File: config.mk
export PLATFORM = sky130hd
export DESIGN_NAME = apb_prot_filter_flat
export DESIGN_NICKNAME = d
export VERILOG_FILES = /design/src/rtl/apb_prot_filter_if.sv /design/src/rtl/apb_prot_filter.sv /design/src/flat_wrapper.sv
export SDC_FILE = /design/constraint.sdc
export NUM_CORES = 1
export LEC_CHECK = 0
export CAP_MARGIN = 40
export CORE_ASPECT_RATIO = 1.1
export CORE_MARGIN = 5
export CORE_UTILIZATION = 29
export DETAILED_ROUTE_END_ITERATION = 6
export GPL_TIMING_DRIVEN = 0
export PLACE_DENSITY = 0.86
export RECOVER_POWER = 25
export SLEW_MARGIN = 20
export SYNTH_ARGS = -nofsm -noshare
export SYNTH_HDL_FRONTEND = slang
export SYNTH_SLANG_ARGS = --single-unit
File: constraint.sdc
create_clock -name pclk -period 4.25 [get_ports pclk]
set_clock_uncertainty 0.2 [all_clocks]
set_input_delay 0.85 -clock pclk [delete_from_list [all_inputs] [get_ports pclk]]
set_output_delay 0.85 -clock pclk [all_outputs]
set_load 0.02 [all_outputs]
File: src/rtl/apb_prot_filter_if.sv
// APB3/APB4 bus bundle used on both sides of the protection filter.
// A transfer completes in the cycle where psel & penable & pready are all high; pslverr/prdata are valid only then.
interface apb_prot_filter_if #(
    parameter int ADDR_WIDTH = 12,
    parameter int DATA_WIDTH = 32
);
    logic                  psel;
    logic                  penable;
    logic                  pwrite;
    logic [ADDR_WIDTH-1:0] paddr;
    logic [DATA_WIDTH-1:0] pwdata;
    logic [2:0]            pprot;
    logic [DATA_WIDTH-1:0] prdata;
    logic                  pready;
    logic                  pslverr;

    modport master (
        output psel, penable, pwrite, paddr, pwdata, pprot,
        input  prdata, pready, pslverr
    );

    modport slave (
        input  psel, penable, pwrite, paddr, pwdata, pprot,
        output prdata, pready, pslverr
    );
endinterface

File: src/rtl/apb_prot_filter.sv
// APB protection filter: checks PPROT against a per-region policy, completes illegal
// transfers locally with PSLVERR, and logs the first violation plus a saturating count.
module apb_prot_filter #(
    parameter int                     ADDR_WIDTH  = 12,
    parameter int                     DATA_WIDTH  = 32,
    parameter int                     NUM_REGIONS = 4,
    parameter logic [NUM_REGIONS-1:0] REQ_PRIV    = 4'b1100,
    parameter logic [NUM_REGIONS-1:0] REQ_SECURE  = 4'b1000,
    parameter logic [NUM_REGIONS-1:0] NO_INSTR    = 4'b0010,
    parameter int                     CNT_WIDTH   = 8
) (
    input  logic                  pclk,
    input  logic                  preset,
    input  logic                  enable,
    apb_prot_filter_if.slave      s_apb,
    apb_prot_filter_if.master     m_apb,
    input  logic                  vio_clr,
    output logic                  vio_valid,
    output logic [ADDR_WIDTH-1:0] vio_addr,
    output logic [2:0]            vio_prot,
    output logic                  vio_write,
    output logic [CNT_WIDTH-1:0]  vio_cnt,
    output logic                  irq,
    output logic [1:0]            dbg_state
);

    localparam int RW = $clog2(NUM_REGIONS);

    typedef enum logic [1:0] {
        IDLE   = 2'd0,
        SETUP  = 2'd1,
        ACCESS = 2'd2
    } state_t;

    // Only IDLE/ACCESS are ever registered: SETUP is recognised from the bus in the
    // same cycle so the decision can suppress M_PSEL before the peripheral sees it.
    state_t          state_q, state_d, phase;
    logic            blk_q;
    logic            blk;
    logic            viol;
    logic [RW-1:0]   region;

    assign region    = s_apb.paddr[ADDR_WIDTH-1 -: RW];
    assign dbg_state = phase;
    assign irq       = vio_valid;

    // State register
    always_ff @(posedge pclk) begin
        if (preset) state_q <= IDLE;
        else        state_q <= state_d;
    end

    // Next-state logic
    always_comb begin
        phase = IDLE;
        if (state_q == ACCESS)                  phase = ACCESS;
        else if (s_apb.psel && !s_apb.penable)  phase = SETUP;

        state_d = IDLE;
        case (phase)
            SETUP:   state_d = ACCESS;
            ACCESS:  state_d = s_apb.pready ? IDLE : ACCESS;
            default: state_d = IDLE;
        endcase
    end

    // Output logic
    always_comb begin
        viol = enable & ((REQ_PRIV[region]   & ~s_apb.pprot[0]) |
                         (REQ_SECURE[region] &  s_apb.pprot[1]) |
                         (NO_INSTR[region]   &  s_apb.pprot[2]));

        blk = 1'b0;
        if (phase == SETUP)       blk = viol;
        else if (phase == ACCESS) blk = blk_q;

        m_apb.psel    = s_apb.psel & ~blk;
        m_apb.penable = s_apb.penable & ~blk;
        m_apb.pwrite  = s_apb.pwrite;
        m_apb.paddr   = s_apb.paddr;
        m_apb.pwdata  = s_apb.pwdata;
        m_apb.pprot   = s_apb.pprot;

        s_apb.prdata  = m_apb.prdata;
        s_apb.pready  = m_apb.pready;
        s_apb.pslverr = 1'b0;
        if (phase == ACCESS) begin
            if (blk_q) begin
                s_apb.prdata  = '0;
                s_apb.pready  = 1'b1;
                s_apb.pslverr = 1'b1;
            end else begin
                s_apb.pslverr = m_apb.pslverr;
            end
        end
    end

    // Block decision is frozen at the setup edge so ENABLE changes wait for the next transfer.
    always_ff @(posedge pclk) begin
        if (preset) begin
            blk_q <= 1'b0;
        end else if (phase == SETUP) begin
            blk_q <= viol;
        end else if (phase == ACCESS && !s_apb.pready) begin
            blk_q <= blk_q;
        end else begin
            blk_q <= 1'b0;
        end
    end

    // Violation log: a clear coinciding with a new event leaves only the new event recorded.
    always_ff @(posedge pclk) begin
        if (preset) begin
            vio_valid <= 1'b0;
            vio_addr  <= '0;
            vio_prot  <= '0;
            vio_write <= 1'b0;
            vio_cnt   <= '0;
        end else if (phase == SETUP && viol) begin
            if (vio_clr || !vio_valid) begin
                vio_valid <= 1'b1;
                vio_addr  <= s_apb.paddr;
                vio_prot  <= s_apb.pprot;
                vio_write <= s_apb.pwrite;
            end
            if (vio_clr)                            vio_cnt <= {{(CNT_WIDTH-1){1'b0}}, 1'b1};
            else if (vio_cnt != {CNT_WIDTH{1'b1}})  vio_cnt <= vio_cnt + 1'b1;
        end else if (vio_clr) begin
            vio_valid <= 1'b0;
            vio_addr  <= '0;
            vio_prot  <= '0;
            vio_write <= 1'b0;
            vio_cnt   <= '0;
        end
    end

endmodule

File: src/flat_wrapper.sv
// flat-port wrapper written by rule: the top's interface ports become plain ports
module apb_prot_filter_flat 
#(
    parameter int                     ADDR_WIDTH  = 12,
    parameter int                     DATA_WIDTH  = 32,
    parameter int                     NUM_REGIONS = 4,
    parameter logic [NUM_REGIONS-1:0] REQ_PRIV    = 4'b1100,
    parameter logic [NUM_REGIONS-1:0] REQ_SECURE  = 4'b1000,
    parameter logic [NUM_REGIONS-1:0] NO_INSTR    = 4'b0010,
    parameter int                     CNT_WIDTH   = 8
)
  (pclk, preset, enable, vio_clr, vio_valid, vio_addr, vio_prot, vio_write, vio_cnt, irq, dbg_state, s_apb_psel, s_apb_penable, s_apb_pwrite, s_apb_paddr, s_apb_pwdata, s_apb_pprot, s_apb_prdata, s_apb_pready, s_apb_pslverr, m_apb_psel, m_apb_penable, m_apb_pwrite, m_apb_paddr, m_apb_pwdata, m_apb_pprot, m_apb_prdata, m_apb_pready, m_apb_pslverr);
  apb_prot_filter_if #(.ADDR_WIDTH(ADDR_WIDTH), .DATA_WIDTH(DATA_WIDTH)) s_apb_i ();
  apb_prot_filter_if #(.ADDR_WIDTH(ADDR_WIDTH), .DATA_WIDTH(DATA_WIDTH)) m_apb_i ();
  input  logic pclk;
  input  logic preset;
  input  logic enable;
  input  logic vio_clr;
  output logic vio_valid;
  output logic [ADDR_WIDTH-1:0] vio_addr;
  output logic [2:0] vio_prot;
  output logic vio_write;
  output logic [CNT_WIDTH-1:0] vio_cnt;
  output logic irq;
  output logic [1:0] dbg_state;
  input wire logic [$bits(s_apb_i.psel)-1:0] s_apb_psel;
  input wire logic [$bits(s_apb_i.penable)-1:0] s_apb_penable;
  input wire logic [$bits(s_apb_i.pwrite)-1:0] s_apb_pwrite;
  input wire logic [$bits(s_apb_i.paddr)-1:0] s_apb_paddr;
  input wire logic [$bits(s_apb_i.pwdata)-1:0] s_apb_pwdata;
  input wire logic [$bits(s_apb_i.pprot)-1:0] s_apb_pprot;
  output wire logic [$bits(s_apb_i.prdata)-1:0] s_apb_prdata;
  output wire logic [$bits(s_apb_i.pready)-1:0] s_apb_pready;
  output wire logic [$bits(s_apb_i.pslverr)-1:0] s_apb_pslverr;
  output wire logic [$bits(m_apb_i.psel)-1:0] m_apb_psel;
  output wire logic [$bits(m_apb_i.penable)-1:0] m_apb_penable;
  output wire logic [$bits(m_apb_i.pwrite)-1:0] m_apb_pwrite;
  output wire logic [$bits(m_apb_i.paddr)-1:0] m_apb_paddr;
  output wire logic [$bits(m_apb_i.pwdata)-1:0] m_apb_pwdata;
  output wire logic [$bits(m_apb_i.pprot)-1:0] m_apb_pprot;
  input wire logic [$bits(m_apb_i.prdata)-1:0] m_apb_prdata;
  input wire logic [$bits(m_apb_i.pready)-1:0] m_apb_pready;
  input wire logic [$bits(m_apb_i.pslverr)-1:0] m_apb_pslverr;
  assign s_apb_i.psel = s_apb_psel;
  assign s_apb_i.penable = s_apb_penable;
  assign s_apb_i.pwrite = s_apb_pwrite;
  assign s_apb_i.paddr = s_apb_paddr;
  assign s_apb_i.pwdata = s_apb_pwdata;
  assign s_apb_i.pprot = s_apb_pprot;
  assign s_apb_prdata = s_apb_i.prdata;
  assign s_apb_pready = s_apb_i.pready;
  assign s_apb_pslverr = s_apb_i.pslverr;
  assign m_apb_psel = m_apb_i.psel;
  assign m_apb_penable = m_apb_i.penable;
  assign m_apb_pwrite = m_apb_i.pwrite;
  assign m_apb_paddr = m_apb_i.paddr;
  assign m_apb_pwdata = m_apb_i.pwdata;
  assign m_apb_pprot = m_apb_i.pprot;
  assign m_apb_i.prdata = m_apb_prdata;
  assign m_apb_i.pready = m_apb_pready;
  assign m_apb_i.pslverr = m_apb_pslverr;
  apb_prot_filter #(.ADDR_WIDTH(ADDR_WIDTH), .DATA_WIDTH(DATA_WIDTH), .NUM_REGIONS(NUM_REGIONS), .REQ_PRIV(REQ_PRIV), .REQ_SECURE(REQ_SECURE), .NO_INSTR(NO_INSTR), .CNT_WIDTH(CNT_WIDTH)) u_core (.pclk(pclk), .preset(preset), .enable(enable), .s_apb(s_apb_i), .m_apb(m_apb_i), .vio_clr(vio_clr), .vio_valid(vio_valid), .vio_addr(vio_addr), .vio_prot(vio_prot), .vio_write(vio_write), .vio_cnt(vio_cnt), .irq(irq), .dbg_state(dbg_state));
endmodule
==> results of run 1 <==
## metal layers
metal	global-route usage	vias up	wire length [µm]
li1	-	966	-
met1	0.1813	870	2563
met2	0.3189	120	3450
met3	0.07117	4	700
met4	0.02861	0	44
met5	0	-	0
## through the flow
stage | instances | power [µW]
6_report | 442 | 686.0
5_1_grt | 442 | 714.1
4_1_cts | 442 | 694.3
3_5_place_dp | 438 | 545.0
3_3_place_gp | 438 | 540.7
2_1_floorplan | 195 | 393.1
## cells in the final DEF, fill, tap and decap left out, types with 3 or more instances in the layout
| cell type | Yosys | routed |
|---|---|---|
| a21oi_1 | 4 | 4 |
| a22o_1 | 16 | 16 |
| a31oi_1 | 6 | 6 |
| and2_1 | 35 | 35 |
| and3_1 | 3 | 3 |
| buf_2 | 3 | 3 |
| buf_4 | 49 | 49 |
| clkbuf_1 | 4 | 4 |
| clkbuf_8 | 0 | 3 |
| clkdlybuf4s50_1 | 0 | 138 |
| dfxtp_1 | 27 | 27 |
| dlygate4sd3_1 | 0 | 28 |
| inv_1 | 4 | 4 |
| nand2_1 | 8 | 8 |
| nand2b_1 | 3 | 3 |
| nand3_1 | 3 | 3 |
| nor2_1 | 5 | 5 |
## cells in the mapped netlist, drive strengths merged
cell     n
buf     53
and2    35
dfxtp   27
a22o    16
nand2    8
a31oi    6
nor2     5
a21oi    4
clkbuf   4
inv      4
and3     3
nand2b   3
nand3    3
a211oi   2
a311oi   2
and4     2
mux2i    2
a31o     1
a41o     1
a41oi    1
ha       1
nand3b   1
nand4    1
nor2b    1
nor4     1
nor4b    1
o21a     1
o21ai    1
o31a     1
o32ai    1
or2      1
or3      1
or3b     1
## layout make-up
cell class / instances / area [µm²] / area share
Clock buffer: 3 / 41.29 / 0.01176
Tap cell: 77 / 96.34 / 0.02745
Sequential cell: 27 / 540.5 / 0.1540
Multi-Input combinational cell: 107 / 738.2 / 0.2103
Clock inverter: 1 / 7.507 / 0.002139
Timing Repair Buffer: 166 / 1662 / 0.4734
Inverter: 4 / 15.01 / 0.004278
Buffer: 57 / 409.1 / 0.1166
## worst paths after layout
check,to,from
setup / recovery,m_apb_psel,s_apb_psel
setup reg to reg,u_core.vio_prot[2]$_SDFFE_PP0P_,u_core.state_q[1]$_SDFF_PP0_
hold / removal,u_core.vio_prot[0]$_SDFFE_PP0P_,u_core.vio_prot[0]$_SDFFE_PP0P_
hold reg to reg,u_core.vio_prot[0]$_SDFFE_PP0P_,u_core.vio_prot[0]$_SDFFE_PP0P_
## registers in the layout, summed over array words and instances, names as in the netlist
| register | count |
|---|---|
| u_core.blk_q | 1 |
| u_core.state_q | 1 |
| u_core.vio_addr | 12 |
| u_core.vio_prot | 3 |
| u_core.irq | 1 |
| u_core.vio_cnt | 8 |
| u_core.vio_write | 1 |
## power by group through the flow
stage	logic [µW]	clock network, µW	registers (µW)
4_1_cts	281	154	259
3_5_place_dp	280	0	265
3_3_place_gp	276	0	265
6_report	276	151	259
2_1_floorplan	125	0	268
5_1_grt	291	163	260
## kinds of logic after synthesis
kind of cell               count (synthesis)  synth area share
adders and majority gates                  1          0.007336
and+or+nand+nor                           67            0.2414
muxes                                      2           0.01174
AOI/OAI and AO/OA                         37            0.1739
buffers and inverters                     61            0.2487
DFF                                       27            0.3169
==> flow_summary.toml, run 1 <==
[global_route]
overflow = 0
grt_max_degree = 17
grt_pass1_wl_mm = 10.67
grt_pass1_vias = 2007
grt_util_all_layers = 0.1713
antenna_found_initial = 0

[logic_synthesis]
yosys.area.top_type = "dfxtp_1"
ys_seq_elements = 27
synth_area_um2 = 1705
netlist_instances = 195
syn_area_per_cell_um2 = 8.746
yosysSeqAreaShare = 0.3169
yosysWarnings = 0
synth_top_area_share = 0.3169
synth.area.top_cells = "dfxtp_1 (32%), buf_4 (22%), and2_1 (13%)"
ys_types = 35
syn_nets = 284

[die]
start_util = 0.2975
fp.dieW_um = 83.12
std_cell_rows = 29
die-area_um2 = 7516
coreArea_um2 = 5733
pin_count = 200
die_h_um = 90.43

[worst_hold_path]
holdPathStages = 1
hp-class = "reg2reg"

[routing]
dr.pass1.iters = 4
postRouteAntennaNets = 0
vias = 1960
wl_mm = 6.758
post-route-drc-count = 0
dr.first_iter.drc_count = 22
wl_per_cell_um = 15.29
viasPerCell = 4.434

[clock_tree]
cts.sinks = 27
htreeDepth = 1
clkTransAtPathRegs_ns = 0.09
postCtsSetupBuffers = 0
cts.path.max_buffers = 2
cts_root_buffer = "clkbuf_8"
ctsHoldBuffers = 0
ctsResizeCount = 0
numCtsBuffers = 3
clkLatencyLatePin_ns = 0.28
cts_tree = "done"

[placement]
dpl_worst_slack_ns = 0.1583
port_buffers = 166
hpwlAfterDp_mm = 5.938
finalWeightedCongestion = 0.7885
placed_area_um2 = 3463

[sta]
max_slew_margin = 0.6808
rsz0062_at_grt = "no"
setup_violations = 0
finalHoldViolations = 0
period_share = 0.9602
fin_crit_ns = 4.081
setup-tns-final_ns = 0
fmax_mhz = 245.0
tightest_slew_ns = 0.4768
drv_slew = 0
whs_ns = 0.2735
layout_setup_ws_ns = 0.1690

[setup_path]
startpoint_type = "input pin"
crit_required_ns = 3.20
crit_path_max_incr_delay_ns = 0.54
critical_path_buf_inv_count = 3
arrival_ns = 3.03
cp_slowest_cell = "clkdlybuf4s50_1"
end_kind = "primary output"
cp_top_family = "buffers and inverters"
crit_chain = "clkdlybuf4s50_1 > or3b_1 > nor2_1 > buf_2 > nand2_1 > and3_1 > clkdlybuf4s50_1"
critical_path_class = "in2out"
cp.depth = 7
path_max_fanout = 10
r2r_cells = 5
crit_path_frequent_cell = "clkdlybuf4s50_1"
reg2reg_slack_ns = 2.06

[power]
power_frac_seq = 0.377
switchingPower_uw = 201.6
power_frac_clock = 0.221
p_comb_frac = 0.402
switching_share = 0.2939
p_leak_uw = 0.001506
p_int_uw = 484.4
powerDensity_nw_per_um2 = 195.5
irDropWorstVdd_uv = 145.8

[cells_and_area]
syn_to_final_growth_pct = 105.8
fillCellCount = 503
n_antenna_cell = 0
nets = 455
final_area_um2 = 3510
utilization = 0.6122
drive_gt1_frac = 0.1644

[job]
drv_cap = 0

[status]
status = "complete, no violations"
(Power assumes the default switching activity.)
==> run 2: changes to the inputs <==
Clock period 4.25 ns to 5 ns, I/O delays scaled along.
==> flow_summary.toml, run 2 (synthesis gave the netlist of run 1 again) <==
[power]
powerDensity_nw_per_um2 = 166.0
p_leak_uw = 0.001502
power_frac_clock = 0.220
switching_share = 0.2934
p_int_uw = 411.6
p_comb_frac = 0.402
power_frac_seq = 0.378
switchingPower_uw = 170.9
irDropWorstVdd_uv = 123.4

[global_route]
grt_max_degree = 17
grt_pass1_wl_mm = 10.67
grt_util_all_layers = 0.1713
antenna_found_initial = 0
grt_pass1_vias = 2007
overflow = 0

[clock_tree]
clkLatencyLatePin_ns = 0.27
postCtsSetupBuffers = 0
clkTransAtPathRegs_ns = 0.09
cts.path.max_buffers = 2
numCtsBuffers = 3
ctsResizeCount = 0
htreeDepth = 1
cts_tree = "done"
ctsHoldBuffers = 0
cts_root_buffer = "clkbuf_8"
cts.sinks = 27

[routing]
viasPerCell = 4.421
wl_mm = 6.744
dr.pass1.iters = 4
post-route-drc-count = 0
dr.first_iter.drc_count = 26
vias = 1954
postRouteAntennaNets = 0
wl_per_cell_um = 15.26

[cells_and_area]
reg_top3 = "u_core.vio_addr x12, u_core.vio_cnt x8, u_core.vio_prot x3"
drive_gt1_frac = 0.1616
final_common_cell = "clkdlybuf4s50_1"
syn_to_final_growth_pct = 105.7
n_antenna_cell = 0
nets = 455
regMostFlops = "u_core.vio_addr"
largest_register_ffs = 12
final_cell_mix = "clkdlybuf4s50_1 (138), buf_4 (49), and2_1 (35), dlygate4sd3_1 (28), dfxtp_1 (27)"
fin_cells = 442

[job]
drv_cap = 0

[setup_path]
r2r_cells = 5
crit_required_ns = 3.80
end_kind = "primary output"
arrival_ns = 3.43
critical_path_class = "in2out"
path_max_fanout = 10
reg2reg_from = "u_core.state_q[1]$_SDFF_PP0_"
startpoint_type = "input pin"
reg2reg_slack_ns = 2.81
reg2reg_to = "u_core.vio_prot[2]$_SDFFE_PP0P_"

[sta]
setup_violations = 0
rsz0062_at_grt = "no"
fin_crit_ns = 4.635
fmax_mhz = 215.8
whs_ns = 0.2735
finalHoldViolations = 0
setup-tns-final_ns = 0
max_slew_margin = 0.6808
drv_slew = 0
period_share = 0.9270
tightest_slew_ns = 0.4768

[die]
die-area_um2 = 7516
std_cell_rows = 29
fp.dieW_um = 83.12
coreArea_um2 = 5733
die_h_um = 90.43
start_util = 0.2975
pin_count = 200

[worst_hold_path]
holdPathStages = 1
hp-class = "reg2reg"
min_to = "u_core.vio_prot[0]$_SDFFE_PP0P_"
min_from = "u_core.vio_prot[0]$_SDFFE_PP0P_"

[placement]
finalWeightedCongestion = 0.7885
port_buffers = 166
dpl.cell_count = 438
hpwlAfterDp_mm = 5.938

[status]
status = "complete, no violations"
## run 2: changes by cell type in the layout (fill, tap and decap cells not counted), sizes merged
cell | previous run | this run
buf | 53 | 52
clkbuf | 7 | 8
## run 2: worst max-delay path by stage
| stage | from | endpoint | slack, ns |
|---|---|---|---|
| 3_5_place_dp | s_apb_paddr[10] | m_apb_psel | 0.61 |
| 5_1_grt | s_apb_psel | m_apb_psel | 0.25 |
| 4_1_cts | s_apb_paddr[10] | m_apb_psel | 0.61 |
| 2_1_floorplan | s_apb_penable | m_apb_psel | 1.76 |
| 6_report | s_apb_psel | m_apb_psel | 0.37 |
| 3_3_place_gp | s_apb_paddr[10] | m_apb_psel | 0.64 |
## run 2: cell type report
class	instances	area, µm²
Fill cell	502	2225
Sequential cell	27	540.5
Buffer	57	407.9
Tap cell	77	96.34
Clock inverter	1	7.507
Inverter	4	15.01
Timing Repair Buffer	166	1662
Multi-Input combinational cell	107	738.2
Clock buffer	3	41.29
## run 2: stage by stage
stage               power (µW)  worst slack, ns  area, µm²    util
detailed placement       463.3           0.6083       3463  0.6041
CTS                      590.1           0.6113       3512  0.6126
floorplan                334.1            1.763       1705       -
global placement         459.6           0.6362       3463  0.6041
finish                   582.4           0.3652       3508  0.6120
global route             606.9           0.2482       3508  0.6120
## run 2: power groups by stage
stage	clock network (µW)	registers (µW)	logic, µW
after floorplan	0	228	106
after global placement	0	225	235
after detailed placement	0	225	238
after CTS	131	220	239
after global routing	139	221	248
final	128	220	234
## run 2: routing by layer
layer,wire length [µm],up-vias,share of wire,global-route usage
met4,44,0,0.0065,0.02861
met1,2528,862,0.37,0.1813
met2,3462,123,0.51,0.3189
met3,709,4,0.11,0.07117
met5,0,-,0,0
li1,-,965,-,-
## run 2: critical path, cell delays in order
cell and delay, ns:
dlygate4sd3_1 0.54, or3b_1 0.45, nor2_1 0.17, clkbuf_1 0.34, nand2_1 0.18, and3_1 0.22, clkdlybuf4s50_1 0.54
